**src/rtl/ahb_pkg.sv**
```systemverilog
// ahb_pkg: shared AHB-Lite encodings and pipeline occupancy states
package ahb_pkg;
  localparam logic [1:0] HTRANS_IDLE = 2'b00;
  localparam logic [1:0] HTRANS_NONSEQ = 2'b10;
  localparam logic HSIZE_BYTE = 1'b0;
  localparam logic HSIZE_HALF = 1'b1;
  localparam logic HRESP_OKAY = 1'b0;
  localparam logic HRESP_ERROR = 1'b1;
  typedef enum logic [1:0] {OCC_IDLE, OCC_ADDR, OCC_PIPE, OCC_DATA} occ_state_t;
endpackage

```
**src/rtl/ahb_lane_steer.sv**
```systemverilog
// ahb_lane_steer: byte-lane placement for writes or right-justification for reads
module ahb_lane_steer
  import ahb_pkg::*;
#(
  parameter bit EXTRACT = 1'b0
) (
  input  logic        size,
  input  logic        addr0,
  input  logic [15:0] din,
  output logic [15:0] dout
);
  // halfwords pass through; a byte moves between lane 0 and the lane chosen by addr0
  always_comb
    dout = size == HSIZE_HALF ? din :
           EXTRACT ? {8'h00, addr0 ? din[15:8] : din[7:0]} :
           addr0 ? {din[7:0], 8'h00} : {8'h00, din[7:0]};
endmodule

```
**src/rtl/ahb_lite_master.sv**
```systemverilog
// ahb_lite_master: command stream to pipelined single NONSEQ AHB-Lite transfers
module ahb_lite_master
  import ahb_pkg::*;
#(
  parameter int ADDR_WIDTH = 4,
  parameter int DATA_WIDTH = 16,
  parameter int ERRCNT_WIDTH = 8
) (
  input  logic                    clk,
  input  logic                    rst,
  input  logic                    cmd_valid,
  output logic                    cmd_ready,
  input  logic                    cmd_write,
  input  logic                    cmd_size,
  input  logic [ADDR_WIDTH-1:0]   cmd_addr,
  input  logic [DATA_WIDTH-1:0]   cmd_wdata,
  output logic [ADDR_WIDTH-1:0]   haddr,
  output logic [1:0]              htrans,
  output logic                    hwrite,
  output logic                    hsize,
  output logic                    hsel,
  output logic [DATA_WIDTH-1:0]   hwdata,
  input  logic [DATA_WIDTH-1:0]   hrdata,
  input  logic                    hresp,
  input  logic                    hready,
  output logic                    rsp_valid,
  output logic [DATA_WIDTH-1:0]   rsp_rdata,
  output logic                    rsp_error,
  output logic                    busy,
  output logic [ERRCNT_WIDTH-1:0] err_count
);
  logic a_valid, a_write, a_size;
  logic [ADDR_WIDTH-1:0] a_addr;
  logic [DATA_WIDTH-1:0] a_wdata;
  logic d_valid, d_write, d_size, d_addr0;
  logic [DATA_WIDTH-1:0] d_wdata, wr_lanes, rd_lanes;
  logic accept, retire;
  assign cmd_ready = !a_valid || hready;
  assign accept = cmd_valid && cmd_ready;
  assign retire = d_valid && hready;
  assign busy = a_valid || d_valid;
  ahb_lane_steer #(.EXTRACT(1'b0)) u_wr (.size(d_size), .addr0(d_addr0), .din(d_wdata), .dout(wr_lanes));
  ahb_lane_steer #(.EXTRACT(1'b1)) u_rd (.size(d_size), .addr0(d_addr0), .din(hrdata), .dout(rd_lanes));
  // bus outputs come straight from the stage registers, so a stall freezes them
  always_comb begin
    htrans = a_valid ? HTRANS_NONSEQ : HTRANS_IDLE;
    hsel = a_valid;
    haddr = a_valid ? a_addr : '0;
    hwrite = a_valid && a_write;
    hsize = a_valid ? a_size : HSIZE_BYTE;
    hwdata = d_valid && d_write ? wr_lanes : '0;
  end
  // address stage: loads on accept, empties once its transfer moves to the data stage
  always_ff @(posedge clk or posedge rst)
    if (rst) begin
      a_valid <= 1'b0;
      a_write <= 1'b0;
      a_size <= 1'b0;
      a_addr <= '0;
      a_wdata <= '0;
    end else if (accept) begin
      a_valid <= 1'b1;
      a_write <= cmd_write;
      a_size <= cmd_size;
      a_addr <= cmd_addr;
      a_wdata <= cmd_wdata;
    end else if (hready) a_valid <= 1'b0;
  // data stage: takes whatever the address stage held on every non-stalled edge
  always_ff @(posedge clk or posedge rst)
    if (rst) begin
      d_valid <= 1'b0;
      d_write <= 1'b0;
      d_size <= 1'b0;
      d_addr0 <= 1'b0;
      d_wdata <= '0;
    end else if (hready) begin
      d_valid <= a_valid;
      d_write <= a_write;
      d_size <= a_size;
      d_addr0 <= a_addr[0];
      d_wdata <= a_wdata;
    end
  // response and saturating error count, registered on the retire edge
  always_ff @(posedge clk or posedge rst)
    if (rst) begin
      rsp_valid <= 1'b0;
      rsp_error <= 1'b0;
      rsp_rdata <= '0;
      err_count <= '0;
    end else if (retire) begin
      rsp_valid <= 1'b1;
      rsp_error <= hresp;
      rsp_rdata <= d_write ? '0 : rd_lanes;
      if (hresp == HRESP_ERROR && err_count != '1) err_count <= err_count + 1'b1;
    end else rsp_valid <= 1'b0;
endmodule

```
**config.mk**
```make
export PLATFORM = sky130hd
export DESIGN_NAME = ahb_lite_master
export DESIGN_NICKNAME = d
export VERILOG_FILES = /design/src/rtl/ahb_pkg.sv /design/src/rtl/ahb_lane_steer.sv /design/src/rtl/ahb_lite_master.sv
export SDC_FILE = /design/constraint.sdc
export NUM_CORES = 1
export LEC_CHECK = 0
export ABC_CLOCK_PERIOD_IN_PS = 2500
export BUFFER_PORTS_ARGS = -buffer_cell sky130_fd_sc_hd__buf_4
export CAP_MARGIN = 15
export CORE_MARGIN = 1.5
export CORE_UTILIZATION = 35
export CTS_CLUSTER_DIAMETER = 80
export CTS_CLUSTER_SIZE = 28
export DETAILED_ROUTE_END_ITERATION = 8
export GPL_TIMING_DRIVEN = 0
export SYNTH_ARGS = -nofsm -noshare
export SYNTH_HDL_FRONTEND = slang
export SYNTH_SLANG_ARGS = --single-unit
```
**constraint.sdc**
```tcl
create_clock -name clk -period 2.5 [get_ports clk]
set_input_delay 0.375 -clock clk [delete_from_list [all_inputs] [get_ports clk]]
set_output_delay 0.375 -clock clk [all_outputs]
set_load 0.02 [all_outputs]
```
Word-level counts from Yosys, hierarchy flattened
Index checks and enable logic that the tools add are counted.
W data, S select, Z words.
- flip-flop bits (word level): 69
- input bits: 43
- output and inout port bits: 53
- equality and inequality tests: 1
- mux-type cells: 12
- $add $sub $neg: 1
- reductions and logical operators: 10
- operator list (operator ; number):
    $mux W16 ; 5
    $add A8 B1 Y8 const B ; 1
    $mux W8 ; 1
    $ne A8 B8 Y1 const B ; 1
    $logic_and A1 B1 Y1 ; 5
    $mux W1 ; 4
    $mux W4 ; 1
    $logic_or A1 B1 Y1 ; 2
    $mux W2 ; 1
    $reduce_and A2 Y1 ; 1
    $reduce_bool A2 Y1 ; 1
    $logic_not A1 Y1 ; 1

Logic depth before layout (Yosys ltp)
Gate-level depths: netlist of run 1.
- word-level depth: 4
- depth in mapped cells: 5

Modules after synthesis
A second synthesis of run 1 with hierarchy kept.
- cell total of the unflattened synthesis: 275
- area, all modules: 3259.4 µm²
- by module, submodules not included (module ; cells each ; instances ; area each (µm²)):
    ahb_lite_master ; 234 ; 1 ; 2905.3
    ahb_lane_steer at u_rd ; 18 ; 1 ; 205.2
    ahb_lane_steer at u_wr ; 23 ; 1 ; 148.9

Least setup slack after synthesis of run 1
OpenSTA, ideal clock, no wires.
- path type: register to output
- from: reg d_size
- to: out hwdata[10]
- arrival time: 1158 ps
- buffers on the path: 2
- data required time: 2125 ps
- cell stages (with the launch flop): 6
- slack: 967 ps
- cell sequence: dfrtp_1 nor2b_1 buf_4 buf_4 a22oi_1 nor2_1
- cells in the longest elaborated chain, start to end: 2
- ends and longest elaborated chain (what ; RTL line ; text):
    start, declared ; ahb_lite_master.sv:35 ; logic d_valid, d_write, d_size, d_addr0;
    start signal, assigned ; ahb_lite_master.sv:79 ; d_size <= a_size;
    $mux W16 ; ahb_lane_steer.sv:14 ; dout = size == HSIZE_HALF ? din :
    $mux W16 ; ahb_lite_master.sv:51 ; hwdata = d_valid && d_write ? wr_lanes : '0;
    end, declared ; ahb_lite_master.sv:22 ; output logic [DATA_WIDTH-1:0] hwdata,
No other way between the ends.

Worst setup path in the final report of run 1
- from: reg d_valid
- to: out hwdata[4]
- cells in the longest elaborated chain, start to end: 2
- ends and longest elaborated chain (what ; RTL line ; text):
    start, declared ; ahb_lite_master.sv:35 ;
    start signal, assigned ; ahb_lite_master.sv:77 ; d_valid <= a_valid;
    $logic_and A1 B1 Y1 ; ahb_lite_master.sv:51 ;
    $mux W16 ; ahb_lite_master.sv:51 ;
No other way between the ends.

==> results by group, run 1 <==
Clock tree
  – H-tree Lvls: 3
  – Worst-Skew Late Latency: 0.33 ns
  – Post-cts sizing count: 0
  – Root buf cell: clkbuf_8
  – Clock Tree Buf Depth: 2
  – Hold buffers post-CTS: 0
  – Clock tree from TritonCTS: done
  – Clock Pin Slew Worst Setup and Hold Paths: 0.07 ns
  – Post-CTS setup-driven buffer insertion count: 0
  – Num CTS Buffers: 9
  – Clock sinks: 69

GRT
  – Largest net degree at the start of global routing: 70
  – Initial antenna violation count: 0
  – All-Layer GR Usage: 15.1%
  – Vias in the first global route: 2205
  – GRT Residual Overflow: 0
  – First-pass GRT wire length: 11.2 mm

Synthesis
  – Cells after Synth: between 200 and 250
  – Synth area leaders: dfrtp_1, mux2_4, mux2_2
  – Number of synthesized flops with an enable pin: 0
  – Yosys top cell by area: dfrtp_1
  – Post-synth ARST share: 100%
  – Post-Synth XOR/XNOR Area: 0.848%
  – Adder-cell share of the synthesized area: 0.404%
  – Top cell type's share of synthesized area: 55.7%
  – Synth warnings: 0
  – Post-Synth Simple-Gate Area: between 10 and 15%
  – Main combinational cell family by area after synthesis: multiplexers
  – Top-count cell post-synth: dfrtp_1
  – Most used DFF post-synth: dfrtp_1
  – Sequential-to-total area share from yosys stat: 55.7%
  – Syn Area/Cell: ~14 um^2
  – Synth Area in Compound Gates: 7.35%
  – Cell Area, Synth: 3100 um^2
  – Mux contribution to synthesized area: 21.9%
  – Syn_nets: 272
  – Yosys cell types: 42
  – Yosys reg bits: 69
  – Post-synth top cells: dfrtp_1, mux2_2, mux2_4

Routing
  – Drt first pass iters: 4
  – Total number of vias: 2158
  – 1st-iter DRT viols: 69
  – WL per Instance: 15.3 um
  – Vias/cell: between 4 and 5
  – Final ANT Viol Nets: 0
  – Overall routed net length: just under 7 mm
  – Residual DRC count: 0

STA
  – Peak Freq: around 0.44 GHz
  – Final min period: 2.26 ns
  – Fin Clk Skew: 0.0144 ns
  – Total negative slack: 0 ns
  – Slew Limit Fails: 0
  – Fin crit share: between 90% and 100%
  – Final Hold Viols: 0
  – Max-Slew Margin vs Limit: 43.5%
  – Final setup viols: 0
  – Pin slew with the least headroom to its limit: 0.847 ns
  – RSZ-0062 raised after global routing: no

Job
  – Max_cap viols: 0

Die
  – Die width: 97.1 um
  – Io pins: 96
  – Cell row count: 34
  – Initial core utilization: a little over a third
  – Die height: roughly 97 um
  – Core area: 8640 um^2
  – Full die area: 9430 um^2

Final layout
  – Area growth, synth to finish: 32.8%
  – Share of post-route cells with drive strength above 1: about 51%
  – N_diodes: 0
  – Total Nets Final: 376
  – Final Core Density: 47.7%

Setup path
  – Setup crit start kind: flip-flop
  – Critical Path AT: about 1.9 ns
  – Max incr delay on CP: 0.53 ns
  – Worst EP required: 2.12 ns
  – CP Cell Sequence: nand2_2 -> nor2_1 -> and2_1 -> buf_4
  – Worst path slowest cell: dfrtp_1
  – Crit path kind: flip-flop to output pin
  – CP Capture Type: output pin
  – CP Max Fanout: 9

Outcome
  – Status: finished, final reports clean

Placement
  – DP HPWL: 4.74 mm
  – GPL Wtd Cong: 0.731
  – Port buffer count: 93

Power
  – IR drop worst, VDD: between 0.2 and 0.3 mV
  – PwrDens: 815 nW/um^2
  – P_leak: 1.99 nW

Worst hold path
  – Hold Crit Class: primary input to async pin
cell usage in the layout (no fill, tap or decap), drive strengths merged, types with 2 or more instances in the layout:
| cell | count |
|---|---|
| and2 | 14 |
| a211oi | 2 |
| o21ai | 9 |
| nand2b | 3 |
| nand4 | 3 |
| mux2 | 45 |
| dfrtp | 69 |
| inv | 2 |
| nor3 | 2 |
| mux2i | 10 |
| clkinv | 2 |
| buf | 103 |
| a22o | 8 |
| clkbuf | 13 |
| xor2 | 2 |
| a22oi | 8 |
| nor2 | 10 |
| nand2 | 15 |
final timing paths:
| path | start | end | slack [ns] | cells past startpoint |
|---|---|---|---|---|
| worst max register to register | d_size | rsp_rdata[10] | 0.97 | 3 |
| worst min-delay path | rst | err_count[7] | 0.21 | 2 |
| worst min register to register | rsp_rdata[4] | rsp_rdata[4] | 0.48 | 2 |
| min in group clk | cmd_wdata[7] | a_wdata[7] | 0.26 | 2 |
| max in group asynchronous | rst | d_wdata[8] | 1.72 | 2 |
| worst max-delay path | d_valid | hwdata[4] | 0.24 | 4 |
flip-flops by register name, summed over array words and instances, names as in the netlist:
signal / count
rsp_error: 1
a_size: 1
a_addr: 4
d_valid: 1
d_write: 1
d_wdata: 16
hsel: 1
d_size: 1
err_count: 8
a_wdata: 16
rsp_valid: 1
d_addr0: 1
a_write: 1
rsp_rdata: 16
metal layers:
| metal | global-route usage, % | vias to the layer above | share of wire (%) |
|---|---|---|---|
| met5 | 0 | - | 0 |
| met3 | 4.46 | 7 | 5.5 |
| li1 | - | 1013 | - |
| met4 | 5.69 | 0 | 0.93 |
| met2 | 22.9 | 59 | 48 |
| met1 | 20.5 | 1079 | 46 |
worst max-delay path: cells and delay by family (launching register included):
family / cells / cell delay, ns
and+or+nand+nor: 3 / 0.89
buffers and inverters: 1 / 0.14
DFF: 1 / 0.53
per-stage QoR:
step	worst slack, ns	cell area, um^2	std cells	hold slack [ns]	power, mW
floorplan	0.385	3100	228	0.459	2.11
global placement	-0.552	3930	429	0.470	2.52
detailed placement	0.565	3940	429	0.474	2.54
CTS	0.189	4120	443	0.237	3.41
global route	0.0557	4120	443	0.241	3.55
finish	0.238	4120	443	0.215	3.36
power by group:
part / switching, mW / leakage, nW / internal, mW
combinational: 0.497 / 1.06 / 0.506
clock: 0.380 / 0.0923 / 0.477
sequential: 0.169 / 0.836 / 1.33
total: 1.05 / 1.99 / 2.31
cell type report:
| cell class | instances | area, um^2 |
|---|---|---|
| buffer | 11 | 78.8 |
| clock buffer | 12 | 145 |
| clock inverter | 2 | 35.0 |
| fill | 803 | 4520 |
| inverter | 3 | 15.0 |
| multi-input combinational | 145 | 1280 |
| sequential | 69 | 1730 |
| tap | 108 | 135 |
| timing repair buffer | 93 | 698 |
kinds of logic (layout without fill, tap and decap cells):
kind of cell	count (synthesis)	count (layout)
compound gates	31	31
xor+xnor	3	3
fa+ha+maj	1	1
buf+inv	14	121
flops	69	69
mux	55	55
other cells	1	1
simple gates	54	54
No activity file was read; power rests on OpenSTA's default activity.
==> run 2: changes to the inputs <==
--- a/config.mk
+++ b/config.mk
@@ -5,7 +5,7 @@
 export SDC_FILE = /design/constraint.sdc
 export NUM_CORES = 1
 export LEC_CHECK = 0
-export ABC_CLOCK_PERIOD_IN_PS = 2500
+export ABC_CLOCK_PERIOD_IN_PS = 1950
 export BUFFER_PORTS_ARGS = -buffer_cell sky130_fd_sc_hd__buf_4
 export CAP_MARGIN = 15
 export CORE_MARGIN = 1.5
@@ -17,3 +17,4 @@
 export SYNTH_ARGS = -nofsm -noshare
 export SYNTH_HDL_FRONTEND = slang
 export SYNTH_SLANG_ARGS = --single-unit
+export TNS_END_PERCENT = 5
==> constraint.sdc (replaced) <==
create_clock -name clk -period 1.95 [get_ports clk]
set_input_delay 0.2925 -clock clk [delete_from_list [all_inputs] [get_ports clk]]
set_output_delay 0.2925 -clock clk [all_outputs]
set_load 0.02 [all_outputs]
==> results by group, run 2 (same netlist as run 1, synthesis figures left out) <==
Routing
  – Final ANT Viol Nets: 0
  – Residual DRC count: 0
  – Overall routed net length: 6.95 mm
  – Vias/cell: 4.86
  – Total number of vias: 2168
  – Drt first pass iters: 6
  – WL per Instance: 15.6 um
  – 1st-iter DRT viols: 38

Die
  – Die height: 97.1 um
  – Full die area: ~9400 um^2
  – Cell row count: 34
  – Io pins: 96
  – Die width: between 90 and 100 um
  – Initial core utilization: 35.9%
  – Core area: between 8000 and 9000 um^2

Final layout
  – Final Core Density: about half
  – Most common cell after layout, fill and taps aside: buf_4
  – Total Nets Final: about 380
  – Share of post-route cells with drive strength above 1: between 50% and 60%
  – N_diodes: 0
  – Fillers: roughly 800
  – Fin area: 4200 um^2
  – Most frequent cells in the layout: buf_4, dfrtp_1, mux2_2
  – Biggest regs: a_wdata x16, d_wdata x16, rsp_rdata x16
  – Area growth, synth to finish: 35.5%
  – Fin cells: 446

Clock tree
  – Clock Pin Slew Worst Setup and Hold Paths: 0.08 ns
  – Hold buffers post-CTS: 0
  – Post-cts sizing count: 4
  – Post-CTS setup-driven buffer insertion count: 0
  – Num CTS Buffers: 9
  – Worst-Skew Late Latency: 0.34 ns
  – Root buf cell: clkbuf_8
  – H-tree Lvls: 3
  – Clock sinks: around 70
  – Clock tree from TritonCTS: done
  – Clock Tree Buf Depth: 2

STA
  – Fin crit share: 97.9%
  – Slew Limit Fails: 0
  – Final setup viols: 0
  – Final min period: 1.91 ns
  – Peak Freq: 0.524 GHz
  – Pin slew with the least headroom to its limit: 0.743 ns
  – Max-Slew Margin vs Limit: approximately half
  – RSZ-0062 raised after global routing: yes
  – Fin Clk Skew: 0.00624 ns
  – Final Hold Viols: 0

GRT
  – Initial antenna violation count: 0
  – First-pass GRT wire length: about 11 mm
  – Largest net degree at the start of global routing: 39
  – All-Layer GR Usage: 15.1%
  – Vias in the first global route: 2144
  – GRT Residual Overflow: 0

Setup path
  – Crit path kind: flip-flop to output pin
  – Critical Path AT: roughly 1.6 ns
  – Critical R2R Capture: rsp_rdata[15]
  – FF-to-FF path depth: 3
  – Reg-to-Reg Start: d_size
  – Worst EP required: 1.66 ns
  – CP Capture Type: output pin
  – CP Max Fanout: 10
  – FF-to-FF setup slack: 0.41 ns
  – Setup crit start kind: flip-flop

Power
  – IR drop worst, VDD: approximately 0.53 mV
  – P_leak: 2.02 nW
  – PwrDens: between 1000 and 1500 nW/um^2
  – Tot Pwr: ~4.5 mW

Placement
  – GPL Wtd Cong: 0.760
  – DP HPWL: about 4.9 mm
  – Placed cell area: ~4000 um^2
  – Placed cells: 430
  – Port buffer count: 93

Worst hold path
  – Hold Crit Class: primary input to async pin

Outcome
  – Status: finished, final reports clean

Job
  – Max_cap viols: 0
==> run 2: worst max path at each step <==
stage / startpoint / end / slack (ns)
after floorplan: err_count[0] / err_count[1] / 0.44
after global placement: d_valid / hwdata[5] / 0.13
after detailed placement: d_valid / hwdata[0] / 0.16
after CTS: d_valid / hwdata[0] / 0.02
after global routing: d_size / hwdata[10] / -0.06
final: d_size / hwdata[13] / 0.04
==> run 2: report_power, final <==
group | total, mW | internal (mW) | switching (mW)
sequential | 1.92 | 1.70 | 0.220
combinational | 1.31 | 0.663 | 0.644
clock | 1.31 | 0.752 | 0.557
total | 4.54 | 3.12 | 1.42
==> run 2: cell type report <==
type	count	area (um^2)	area share, %
sequential	69	1730	41.1
clock inverter	6	86.3	2.06
clock buffer	10	138	3.28
timing repair buffer	94	718	17.1
buffer	11	90.1	2.14
multi-input combinational	145	1290	30.7
tap	108	135	3.22
inverter	3	16.3	0.387
==> run 2: metal layers <==
metal  part of all wire (%)  global-route usage [%]  vias up
met2                     48                    23.0       77
met3                    6.4                    5.40        6
met4                   0.63                    4.01        0
li1                       -                       -     1019
met5                      0                       0        -
met1                     45                    20.6     1066
==> run 2: worst max-delay path, stage by stage (launching register included) <==
cell,delay (ns)
dfrtp_1,0.38
nor2b_1,0.14
buf_6,0.19
buf_8,0.15
a22oi_1,0.07
nor2_1,0.17
buf_4,0.17
==> run 2: metrics by stage <==
step	hold slack, ns	TNS, ns	worst slack (ns)
after floorplan	0.401	0	0.445
after global placement	0.470	0	0.130
after detailed placement	0.464	0	0.164
after CTS	0.0816	0	0.0166
after global routing	0.112	-0.299	-0.0630
final	0.0695	0	0.0411
==> run 3: changes to the inputs <==
--- a/config.mk
+++ b/config.mk
@@ -16,5 +16,6 @@
 export GPL_TIMING_DRIVEN = 0
 export SYNTH_ARGS = -nofsm -noshare
 export SYNTH_HDL_FRONTEND = slang
+export SYNTH_HIERARCHICAL = 1
 export SYNTH_SLANG_ARGS = --single-unit
 export TNS_END_PERCENT = 5
==> results by group, run 3 <==
Synthesis
  – Top-count cell post-synth: dfrtp_1
  – Cells after Synth: ~280
  – Yosys reg bits: 69
  – Syn_nets: 319
  – Post-Synth XOR/XNOR Area: 0.806%
  – Most used DFF post-synth: dfrtp_1
  – Cell Area, Synth: 3260 um^2
  – Syn Area/Cell: 11.9 um^2
  – Post-synth top cells: dfrtp_1, nand2_1, mux2_1
  – Sequential-to-total area share from yosys stat: 53.0%
  – Synth warnings: 6
  – Main combinational cell family by area after synthesis: multiplexers
  – Post-Synth Simple-Gate Area: 17.0%
  – Top cell type's share of synthesized area: 53.0%
  – Synth area leaders: dfrtp_1, mux2_1, mux2_2
  – Mux contribution to synthesized area: between 10% and 20%
  – Yosys cell types: 37
  – Number of synthesized flops with an enable pin: 0
  – Adder-cell share of the synthesized area: less than 1%
  – Yosys top cell by area: dfrtp_1
  – Synth Area in Compound Gates: between 5 and 6%
  – Post-synth ARST share: 100%

STA
  – Fin crit share: 95.6%
  – Slew Limit Fails: 0
  – Fin Clk Skew: 0.00716 ns
  – Fin Hold WS: around 0.16 ns
  – Total negative slack: 0 ns
  – Final Hold Viols: 0
  – Peak Freq: 0.536 GHz
  – RSZ-0062 raised after global routing: no
  – Pin slew with the least headroom to its limit: 0.534 ns
  – Max-Slew Margin vs Limit: 64.3%
  – Final setup viols: 0
  – Final min period: approximately 1.9 ns

Final layout
  – N_diodes: 0
  – Area growth, synth to finish: 34.9%
  – Biggest regs: a_wdata x16, d_wdata x16, rsp_rdata x16
  – Fillers: 865
  – FF/Latch Area: roughly 1700 um^2
  – Total Nets Final: between 400 and 500
  – Final Core Density: 48.1%
  – Most common cell after layout, fill and taps aside: buf_4
  – Multi-input logic area: 1440 um^2
  – Share of post-route cells with drive strength above 1: 43.0%
  – Most frequent cells in the layout: buf_4, dfrtp_1, nand2_1

Worst hold path
  – Hold Path Depth: 2
  – Hold Crit Class: primary input to flip-flop

Clock tree
  – Clock Pin Slew Worst Setup and Hold Paths: 0.08 ns
  – Clock Tree Buf Depth: 2
  – Num CTS Buffers: 9
  – Worst-Skew Late Latency: 0.34 ns
  – Clock sinks: 69
  – Clock tree from TritonCTS: done
  – Root buf cell: clkbuf_8
  – H-tree Lvls: 3

Die
  – Core area: 9150 um^2
  – Die height: roughly 100 um
  – Initial core utilization: approximately 36%
  – Die width: 99.5 um
  – Cell row count: 35
  – Io pins: 96
  – Full die area: 9900 um^2

GRT
  – All-Layer GR Usage: 16.2%
  – First-pass GRT wire length: 12.4 mm
  – Vias in the first global route: 2539
  – Largest net degree at the start of global routing: 29
  – Initial antenna violation count: 0
  – GRT Residual Overflow: 0

Setup path
  – FF-to-FF path depth: 4
  – CP Capture Type: output pin
  – CP Cell Sequence: and2b_4 -> a22o_1 -> and3_1 -> buf_4
  – Worst path slowest cell: dfrtp_1
  – Setup crit start kind: flip-flop
  – Worst EP required: 1.66 ns
  – CP Max Fanout: 6
  – Critical Path AT: 1.57 ns
  – Crit path kind: flip-flop to output pin
  – Max incr delay on CP: 0.47 ns

Placement
  – GPL Wtd Cong: 0.794
  – Port buffer count: 94
  – DP HPWL: 5.59 mm

Power
  – Tot Pwr: roughly 4.6 mW
  – IR drop worst, VDD: 0.426 mV
  – P_leak: approximately 2.1 nW
  – PwrDens: around 1000 nW/um^2

Routing
  – Vias/cell: between 4 and 5
  – Total number of vias: 2424
  – Final ANT Viol Nets: 0
  – WL per Instance: 14.9 um
  – Residual DRC count: 0
  – 1st-iter DRT viols: 58
  – Overall routed net length: 7.44 mm
  – Drt first pass iters: 4

Job
  – Max_cap viols: 0

Outcome
  – Status: finished, final reports clean
[run 3: metal layers]
layer,up-vias,track usage (%),wire [um]
met1,1183,21.1,3330
met3,10,3.94,361
met5,-,0,0
met4,0,5.85,92
li1,1160,-,-
met2,71,26.5,3650
[run 3: worst paths after layout]
| check | from | to | slack, ns |
|---|---|---|---|
| worst max-delay path | d_addr0 | hwdata[10] | 0.09 |
| worst min register to register | a_addr[2] | a_addr[2] | 0.49 |
| max in group asynchronous | rst | d_size | 0.87 |
| min in group asynchronous | rst | a_wdata[12] | 0.56 |
| worst max register to register | err_count[0] | err_count[1] | 0.40 |
| worst min-delay path | cmd_valid | hsel | 0.16 |
[run 3: worst max-delay path, delay by kind of cell (launching register included)]
kind | cells | cell delay (ns)
simple gates | 2 | 0.42
buf+inv | 1 | 0.16
compound gates | 1 | 0.17
flops | 1 | 0.47
[run 3: logic make-up after synthesis]
group / after synthesis
simple gates: 96
flops: 69
mux: 55
compound gates: 31
buf+inv: 19
xor+xnor: 3
fa+ha+maj: 1
other cells: 1
[run 3: stage by stage]
step / instance area, um^2 / setup WS [ns] / instances
5_1_grt: 4400 / 0.0150 / 499
6_report: 4400 / 0.0859 / 499
3_3_place_gp: 4110 / 0.285 / 480
3_5_place_dp: 4160 / 0.271 / 482
4_1_cts: 4390 / 0.00243 / 498
2_1_floorplan: 3260 / 0.393 / 275
[run 3: area by class of cell]
class	count	share of cell area (%)
buffer	15	1.88
clock buffer	10	3.13
clock inverter	6	1.96
inverter	3	0.341
multi-input combinational	187	32.7
sequential	69	39.3
tap	111	3.16
timing repair buffer	98	17.5
[run 3: timing repair]
| action | CTS | global route |
|---|---|---|
| hold endpoints to repair | 12 | 0 |
| endpoints found under the setup margin | 16 | 16 |
| setup buffers | 0 | 1 |
| hold buffers | 1 | 0 |
| cloned | 0 | 0 |
| resized for setup | 2 | 1 |
[run 3: report_power, final]
group / leakage [nW] / total (mW) / internal, mW / switching (mW)
combinational: 1.17 / 1.37 / 0.698 / 0.667
clock: 0.112 / 1.32 / 0.753 / 0.567
sequential: 0.834 / 1.93 / 1.70 / 0.226
total: 2.11 / 4.61 / 3.15 / 1.46
